### src/rtl/wide_add_sequencer_if.sv
// Handshake and adder-stage bus for wide_add_sequencer: operand intake, byte-wise
// adder traffic and the result channel. The slave modport is the sequencer side.
interface wide_add_sequencer_if #(
  parameter int NUM_BYTES = 4
);
  localparam int W = 8 * NUM_BYTES;

  logic         in_valid;
  logic         in_ready;
  logic [W-1:0] a_in;
  logic [W-1:0] b_in;
  logic         cin_in;

  logic [7:0]   add_a;
  logic [7:0]   add_b;
  logic         add_cin;
  logic [7:0]   add_y;
  logic         add_cout;

  logic         out_valid;
  logic         out_ready;
  logic [W-1:0] sum;
  logic         cout;
  logic         ovf;

  modport slave (
    input  in_valid, a_in, b_in, cin_in, add_y, add_cout, out_ready,
    output in_ready, add_a, add_b, add_cin, out_valid, sum, cout, ovf
  );

  modport master (
    output in_valid, a_in, b_in, cin_in, add_y, add_cout, out_ready,
    input  in_ready, add_a, add_b, add_cin, out_valid, sum, cout, ovf
  );
endinterface

### src/rtl/wide_add_sequencer.sv
// Feeds a NUM_BYTES-wide addition through an external 8-bit adder one byte per
// cycle (LSB first), collects the sum bytes and presents sum/cout/ovf.
module wide_add_sequencer #(
  parameter int NUM_BYTES = 4
) (
  input  logic                  clk,
  input  logic                  rst_n,
  wide_add_sequencer_if.slave   bus
);
  localparam int W    = 8 * NUM_BYTES;
  localparam int IDXW = (NUM_BYTES > 1) ? $clog2(NUM_BYTES) : 1;
  localparam logic [IDXW-1:0] LAST_IDX = IDXW'(NUM_BYTES - 1);

  typedef enum logic [1:0] {
    ST_IDLE = 2'd0,
    ST_RUN  = 2'd1,
    ST_DONE = 2'd2
  } state_t;

  state_t          r_state;
  logic [IDXW-1:0] r_idx;
  logic [W-1:0]    r_a;
  logic [W-1:0]    r_b;
  logic [W-1:0]    r_sum;
  logic            r_cout;
  logic            r_ovf;
  logic            r_out_valid;
  logic            r_in_ready;
  logic [7:0]      r_add_a;
  logic [7:0]      r_add_b;
  logic            r_add_cin;

  logic            w_last;
  logic [IDXW:0]   w_next_idx;
  logic [7:0]      w_next_a;
  logic [7:0]      w_next_b;
  logic            w_ovf;

  // Mux-based byte pick keeps an index one past the last byte harmless.
  function automatic logic [7:0] byte_of(input logic [W-1:0] vec, input logic [IDXW:0] k);
    logic [7:0] result;
    result = 8'h00;
    for (int i = 0; i < NUM_BYTES; i++) begin
      if (k == (IDXW+1)'(i)) begin
        result = vec[8*i +: 8];
      end
    end
    return result;
  endfunction

  assign w_last     = (r_idx == LAST_IDX);
  assign w_next_idx = {1'b0, r_idx} + {{IDXW{1'b0}}, 1'b1};
  assign w_next_a   = byte_of(r_a, w_next_idx);
  assign w_next_b   = byte_of(r_b, w_next_idx);
  // On the last RUN edge add_y carries the final MSB byte of the sum.
  assign w_ovf      = (r_a[W-1] == r_b[W-1]) && (bus.add_y[7] != r_a[W-1]);

  // Sequencer FSM; the adder-side bytes are prepared one edge ahead so every
  // output comes straight from a register, and r_add_cin doubles as the carry register.
  always_ff @(posedge clk or negedge rst_n) begin
    if (!rst_n) begin
      r_state     <= ST_IDLE;
      r_idx       <= '0;
      r_a         <= '0;
      r_b         <= '0;
      r_sum       <= '0;
      r_cout      <= 1'b0;
      r_ovf       <= 1'b0;
      r_out_valid <= 1'b0;
      r_in_ready  <= 1'b0;
      r_add_a     <= 8'h00;
      r_add_b     <= 8'h00;
      r_add_cin   <= 1'b0;
    end else begin
      case (r_state)
        ST_IDLE: begin
          if (bus.in_valid && r_in_ready) begin
            r_a        <= bus.a_in;
            r_b        <= bus.b_in;
            r_idx      <= '0;
            r_add_a    <= bus.a_in[7:0];
            r_add_b    <= bus.b_in[7:0];
            r_add_cin  <= bus.cin_in;
            r_in_ready <= 1'b0;
            r_state    <= ST_RUN;
          end else begin
            r_in_ready <= 1'b1;
          end
        end

        ST_RUN: begin
          for (int i = 0; i < NUM_BYTES; i++) begin
            if (r_idx == IDXW'(i)) begin
              r_sum[8*i +: 8] <= bus.add_y;
            end
          end
          if (w_last) begin
            r_cout      <= bus.add_cout;
            r_ovf       <= w_ovf;
            r_out_valid <= 1'b1;
            r_add_a     <= 8'h00;
            r_add_b     <= 8'h00;
            r_add_cin   <= bus.add_cout;
            r_state     <= ST_DONE;
          end else begin
            r_idx       <= r_idx + IDXW'(1);
            r_add_a     <= w_next_a;
            r_add_b     <= w_next_b;
            r_add_cin   <= bus.add_cout;
          end
        end

        ST_DONE: begin
          r_add_cin <= 1'b0;
          if (bus.out_ready) begin
            r_out_valid <= 1'b0;
            r_in_ready  <= 1'b1;
            r_state     <= ST_IDLE;
          end else begin
            r_out_valid <= 1'b1;
          end
        end

        default: begin
          r_state     <= ST_IDLE;
          r_idx       <= '0;
          r_out_valid <= 1'b0;
          r_in_ready  <= 1'b0;
          r_add_a     <= 8'h00;
          r_add_b     <= 8'h00;
          r_add_cin   <= 1'b0;
        end
      endcase
    end
  end

  assign bus.in_ready  = r_in_ready;
  assign bus.add_a     = r_add_a;
  assign bus.add_b     = r_add_b;
  assign bus.add_cin   = (r_state == ST_RUN) ? r_add_cin : 1'b0;
  assign bus.out_valid = r_out_valid;
  assign bus.sum       = r_sum;
  assign bus.cout      = r_cout;
  assign bus.ovf       = r_ovf;
endmodule

### src/flat_wrapper.sv
// flat-port wrapper written by rule: the top's interface ports become plain ports
module wide_add_sequencer_flat 
#(
  parameter int NUM_BYTES = 4
)
  (clk, rst_n, bus_in_valid, bus_a_in, bus_b_in, bus_cin_in, bus_add_y, bus_add_cout, bus_out_ready, bus_in_ready, bus_add_a, bus_add_b, bus_add_cin, bus_out_valid, bus_sum, bus_cout, bus_ovf);
  wide_add_sequencer_if #(.NUM_BYTES(NUM_BYTES)) bus_i ();
  input  logic clk;
  input  logic rst_n;
  input wire logic [$bits(bus_i.in_valid)-1:0] bus_in_valid;
  input wire logic [$bits(bus_i.a_in)-1:0] bus_a_in;
  input wire logic [$bits(bus_i.b_in)-1:0] bus_b_in;
  input wire logic [$bits(bus_i.cin_in)-1:0] bus_cin_in;
  input wire logic [$bits(bus_i.add_y)-1:0] bus_add_y;
  input wire logic [$bits(bus_i.add_cout)-1:0] bus_add_cout;
  input wire logic [$bits(bus_i.out_ready)-1:0] bus_out_ready;
  output wire logic [$bits(bus_i.in_ready)-1:0] bus_in_ready;
  output wire logic [$bits(bus_i.add_a)-1:0] bus_add_a;
  output wire logic [$bits(bus_i.add_b)-1:0] bus_add_b;
  output wire logic [$bits(bus_i.add_cin)-1:0] bus_add_cin;
  output wire logic [$bits(bus_i.out_valid)-1:0] bus_out_valid;
  output wire logic [$bits(bus_i.sum)-1:0] bus_sum;
  output wire logic [$bits(bus_i.cout)-1:0] bus_cout;
  output wire logic [$bits(bus_i.ovf)-1:0] bus_ovf;
  assign bus_i.in_valid = bus_in_valid;
  assign bus_i.a_in = bus_a_in;
  assign bus_i.b_in = bus_b_in;
  assign bus_i.cin_in = bus_cin_in;
  assign bus_i.add_y = bus_add_y;
  assign bus_i.add_cout = bus_add_cout;
  assign bus_i.out_ready = bus_out_ready;
  assign bus_in_ready = bus_i.in_ready;
  assign bus_add_a = bus_i.add_a;
  assign bus_add_b = bus_i.add_b;
  assign bus_add_cin = bus_i.add_cin;
  assign bus_out_valid = bus_i.out_valid;
  assign bus_sum = bus_i.sum;
  assign bus_cout = bus_i.cout;
  assign bus_ovf = bus_i.ovf;
  wide_add_sequencer #(.NUM_BYTES(NUM_BYTES)) u_core (.clk(clk), .rst_n(rst_n), .bus(bus_i));
endmodule
### config.mk
export PLATFORM = sky130hd
export DESIGN_NAME = wide_add_sequencer_flat
export DESIGN_NICKNAME = d
export VERILOG_FILES = /design/src/rtl/wide_add_sequencer_if.sv /design/src/rtl/wide_add_sequencer.sv /design/src/flat_wrapper.sv
export SDC_FILE = /design/constraint.sdc
export NUM_CORES = 1
export LEC_CHECK = 0
export ABC_AREA = 1
export BUFFER_PORTS_ARGS = -buffer_cell sky130_fd_sc_hd__clkbuf_2
export CAP_MARGIN = 20
export CELL_PAD_IN_SITES_DETAIL_PLACEMENT = 1
export CELL_PAD_IN_SITES_GLOBAL_PLACEMENT = 1
export CORE_MARGIN = 4
export CORE_UTILIZATION = 33
export DETAILED_ROUTE_END_ITERATION = 8
export PLACE_DENSITY_LB_ADDON = 0.1
export SLEW_MARGIN = 10
export SYNTH_ARGS = -nofsm -noshare
export SYNTH_HDL_FRONTEND = slang
export SYNTH_SLANG_ARGS = --single-unit
### constraint.sdc
create_clock -name clk -period 3 [get_ports clk]
set_input_delay 0.15 -clock clk [delete_from_list [all_inputs] [get_ports clk]]
set_output_delay 0.15 -clock clk [all_outputs]
set_load 0.03 [all_outputs]
Word level (Yosys, flattened, before mapping) --
Index checks and enable logic that the tools add are counted.
Operators by class: $add $sub $neg 2, multipliers 0, divide/modulo/power cells 0, magnitude comparators 0, equality and inequality tests 14, shifts and indexed selects 0, muxes and demuxes 30, bitwise logic cells 3, reduce and logical (&&, ||, !) cells 15
Operators by type and width (number):
- 8-bit two-way mux | 12
- 8-bit case mux with 3 select lines | 2
- 2-bit AND reduction | 8
- 2-bit case mux with 3 select lines | 2
- 2-bit two-way mux | 5
- 2-bit equality test (second input constant) | 3
- 3-bit by 2-bit equality test with 1-bit output (second input constant) | 2
- 1-bit two-way mux | 6
- 1-bit case mux with 3 select lines | 2
- 3-bit AND reduction | 2
- 2-bit by 1-bit equality test with 1-bit output (second input constant) | 2
- 2-bit zero test | 2
- 2-bit by 1-bit inequality test with 1-bit output (second input constant) | 2
- 2-bit inequality test (second input constant) | 2
- 2-bit by 1-bit adder with 3-bit output (second input constant) | 1
- 3-bit by 1-bit equality test with 1-bit output (second input constant) | 1
- 3-bit zero test | 1
- 1-bit NOT | 3
- 2-bit by 1-bit adder with 2-bit output (second input constant) | 1
- 1-bit logical AND | 2
- 1-bit case mux with 2 select lines | 1
- 1-bit equality test | 1
- 1-bit inequality test | 1
Word-level totals: bits in registers 121, latch bits 0, RAM bits 0, ROM bits 0, bits of input ports 78, output and inout port bits 53, word-level logic and storage cells 79, memories kept 0

Longest topological paths before layout --
word-level depth 8, mapped depth 12, depth with buffers taken out 10

Worst setup path after synthesis --
No wires, ideal clock.
path type register to register, start register u_core.r_idx[0], end register u_core.r_add_a[0], in the netlist u_core.bus.add_a[0], arrival 1345 ps, data required time 2883 ps, slack 1538 ps, cell stages (with the launch flop) 13, path through dfrtp_1 -> inv_1 -> ha_1 -> buf_4 -> inv_2 -> buf_4 -> nand2_1 -> nand2_1 -> nand2_1 -> nand2_1 -> nand2_1 -> nand2_1 -> nand2_1
On the way: longest elaborated chain between the ends 8
Ends and longest elaborated chain:
- from (decl) | RTL line wide_add_sequencer.sv:21 | logic [IDXW-1:0] r_idx;
- from (signal assigned) | RTL line wide_add_sequencer.sv:106 | r_idx <= r_idx + IDXW'(1);
- 2-bit by 1-bit adder with 3-bit output | RTL line wide_add_sequencer.sv:52 | assign w_next_idx = {1'b0, r_idx} + {{IDXW{1'b0}}, 1'b1};
- 3-bit zero test | RTL line wide_add_sequencer.sv:44 | if (k == (IDXW+1)'(i)) begin
- 8-bit two-way mux (4 in series) | RTL line wide_add_sequencer.sv:44
- 8-bit two-way mux * | RTL line wide_add_sequencer.sv:97 | if (w_last) begin
- 8-bit case mux with 3 select lines * | RTL line wide_add_sequencer.sv:75 | case (r_state)
- to (signal assigned) | RTL line wide_add_sequencer.sv:81 | r_add_a <= bus.a_in[7:0];
- to (signal assigned) | RTL line wide_add_sequencer.sv:107 | r_add_a <= w_next_a;
- to (decl) | RTL line wide_add_sequencer.sv:29 | logic [7:0] r_add_a;
Mark *: on every way between the ends. The rest lies on a longest branch, timed or not. A chain may end at the register's enable or synchronous reset.

Final worst setup path --
start register u_core.r_state[1], end register u_core.r_b[18]
On the way: longest elaborated chain between the ends 2
Ends and longest elaborated chain:
- from (decl) | RTL line wide_add_sequencer.sv:20 | state_t r_state;
- from (signal assigned) | RTL line wide_add_sequencer.sv:62 | r_state <= ST_IDLE;
- from (signal assigned) | RTL line wide_add_sequencer.sv:85 | r_state <= ST_RUN;
- from (signal assigned) | RTL line wide_add_sequencer.sv:104 | r_state <= ST_DONE;
- 2-bit zero test | RTL line wide_add_sequencer.sv:75
- 2-bit AND reduction (no source line)
- to (signal assigned) | RTL line wide_add_sequencer.sv:79 | r_b <= bus.b_in;
- to (decl) | RTL line wide_add_sequencer.sv:23 | logic [W-1:0] r_b;
No other way between the ends.

==> impl_metrics.py <==
metrics = {
    "floorplan": {
        "ios": 131,
        "std_cell_rows": 47,
        "die_height_um": 139,
        "dieArea_mm2": 0.0193,
        "fp.dieW_um": 139,
        "coreArea_mm2": 0.0167,
        "start_util": 0.339,
    },
    "worst_setup_path": {
        "cp-start-kind": "register",
        "critical_path_arrival_ns": 2.47,
        "worstSetupEndpointType": "register",
        "crit_type": "register to register",
        "crit_fanout": 38,
        "critPathRequiredTime_ns": 3.30,
    },
    "min_path": {
        "hold_path.class": "input port to register",
    },
    "logic_synthesis": {
        "syn_nets": 712,
        "ys_top_cells_by_area": "dfrtp_1 (53%), nand2_1 (13%), mux2_4 (7.7%), a21oi_1 (7.2%), o21ai_0 (3.3%)",
        "synth_top_area_frac": 0.535,
        "synth_top_cell_by_area": "dfrtp_1",
        "postSynthCellCount": 625,
        "synth_edf_count": 0,
        "synth_area_per_cell_um2": 9.06,
        "yosysMostFrequentCell": "nand2_1",
        "synth_cell_types": 22,
        "synthTopCellsByCount": "nand2_1 (192), dfrtp_1 (121), a21oi_1 (82)",
        "synthArstFlopShare": 1.00,
        "syn_area_mm2": 0.00566,
        "synth_ff_type": "dfrtp_1",
        "ys_ff_latch": 121,
        "seq_area_frac_synth": 0.535,
        "yosysWarnings": 0,
    },
    "clocking": {
        "cts_tree": "built",
        "cts_setup_buffers": 0,
        "numCtsBuffers": 17,
        "clkTransAtPathRegs_ns": 0.06,
        "clk_latency_ns": 0.43,
        "htreeDepth": 4,
        "clk_path_buf_depth": 2,
        "cts-root-buf": "clkbuf_16",
        "numClockSinks": 121,
    },
    "sta": {
        "fin_skew_ns": 0.00732,
        "hold_viol": 0,
        "fin_crit_sh": 0.722,
        "slew_viol_final": 0,
        "finalSetupTns_ns": 0,
        "min_period_ns": 2.17,
        "rsz0062_at_grt": "no",
        "clock.fmax_ghz": 0.462,
        "setup_viol": 0,
        "worst-slew-pin-transition_ns": 0.718,
        "hold_ws_ns": 0.0207,
        "maxSlewHeadroom": 0.521,
    },
    "final_layout": {
        "fin_nets": 898,
        "diodes": 0,
        "area_delta_synth_final_pct": 36.7,
        "fin_cells": 1044,
        "fin_area_mm2": 0.00774,
        "utilization": 0.464,
        "drive_gt1_frac": 0.251,
    },
    "grt": {
        "grt_max_degree": 50,
        "antenna_found_initial": 0,
        "overflow": 0,
        "grt_pass1_wl_um": 28800,
        "grt_pass1_vias": 5386,
        "grtUsageTotal": 0.188,
    },
    "place": {
        "dp_cells": 950,
        "io_buffer_count": 130,
        "place_area_mm2": 0.00644,
        "place.gp.congestion": 0.770,
        "hpwl_um": 11900,
    },
    "route": {
        "remaining_drc_errors": 0,
        "wl_um": 17300,
        "vias": 4846,
        "ant_nets": 0,
        "routedWlPerCell_um": 16.6,
        "dr.pass1.iters": 4,
        "post_drt_via_cell_ratio": 4.64,
        "drt_first_iter_violations": 167,
    },
    "pwr": {
        "power_density_mw_per_mm2": 1200,
        "power.leakage_nw": 4.16,
        "peakVddDrop_v": 0.000531,
    },
    "flow_run": {
        "cap_violations": 0,
    },
    "status": {
        "status": "finished, final reports clean",
    },
}
worst paths after layout:
| check | startpoint | end | slack (ns) | depth (start not counted) |
|---|---|---|---|---|
| setup / recovery | u_core.r_state[1] | u_core.r_b[18] | 0.83 | 5 |
| hold / removal | bus_a_in[1] | u_core.r_a[1] | 0.02 | 2 |
| setup reg to reg | u_core.r_state[1] | u_core.r_b[18] | 0.83 | 5 |
| hold reg to reg | u_core.bus.sum[13] | u_core.bus.sum[13] | 0.48 | 2 |
| max in group asynchronous | rst_n | u_core.bus.sum[20] | 1.71 | 3 |
| min in group asynchronous | rst_n | u_core.r_b[28] | 0.29 | 2 |
cell usage in the layout, fill, tap and decap left out, types with 2 or more instances in the layout:
cell and count:
buf_12 2, nor2_1 35, clkbuf_8 4, inv_2 4, buf_4 9, clkbuf_1 4, nand2_2 4, bufinv_16 6
nand2_1 192, clkbuf_16 17, a21oi_1 82, clkbuf_2 129, dfrtp_1 121, mux2_1 2, nand3_1 20, inv_1 49
dlygate4sd3_1 62, o21ai_0 37, mux2_4 29, ha_1 9
registers in the layout, indices dropped and copies added, names as in the netlist, 2 cells and up:
signal	cells
u_core.bus.sum	32
u_core.r_a	32
u_core.r_b	32
u_core.bus.add_a	8
u_core.bus.add_b	8
u_core.r_idx	2
u_core.r_state	2
critical path, stage by stage, from the launching register on:
cell and delay (ns):
dfrtp_1 0.40, inv_1 0.09, ha_1 0.47, nand2_4 0.41, buf_12 0.31, mux2_4 0.31
routing by layer:
metal | up-vias | global-route usage | wire length, µm
met1 | 2366 | 0.246 | 7870
met2 | 92 | 0.314 | 8620
met5 | - | 0 | 0
met4 | 0 | 0.0633 | 252
met3 | 22 | 0.0379 | 596
li1 | 2366 | - | -
cell type report:
| type | count | area (µm²) |
|---|---|---|
| clock inverters | 7 | 185 |
| fillers | 1980 | 8960 |
| well taps | 220 | 275 |
| inverters | 53 | 199 |
| flip-flops and latches | 121 | 3030 |
| clock buffers | 25 | 495 |
| repair buffers | 202 | 1370 |
| multi-input cells | 416 | 2190 |
cells by family (layout without fill, tap and decap cells):
logic type / count (synthesis) / in the layout / synth area share
compound gates: 123 / 123 / 0.110
fa+ha+maj: 9 / 9 / 0.0199
buf+inv: 88 / 287 / 0.0791
flops: 121 / 121 / 0.535
mux: 31 / 31 / 0.0809
simple gates: 253 / 253 / 0.176
power by group:
group	internal, mW	switching, mW
registers	2.43	0.429
logic	1.41	2.62
clock network	1.65	0.739
per-stage QoR:
step / power [mW] / setup WS (ns)
after global routing: 9.98 / 0.604
after CTS: 9.41 / 0.788
after floorplan: 5.74 / 1.54
final: 9.27 / 0.834
after global placement: 6.76 / 0.889
after detailed placement: 6.89 / 0.801
timing repair:
item	CTS	global route
hold buffers	62	0
hold endpoints to repair	107	0
resized for setup	0	0
No activity file was read; power rests on OpenSTA's default activity.
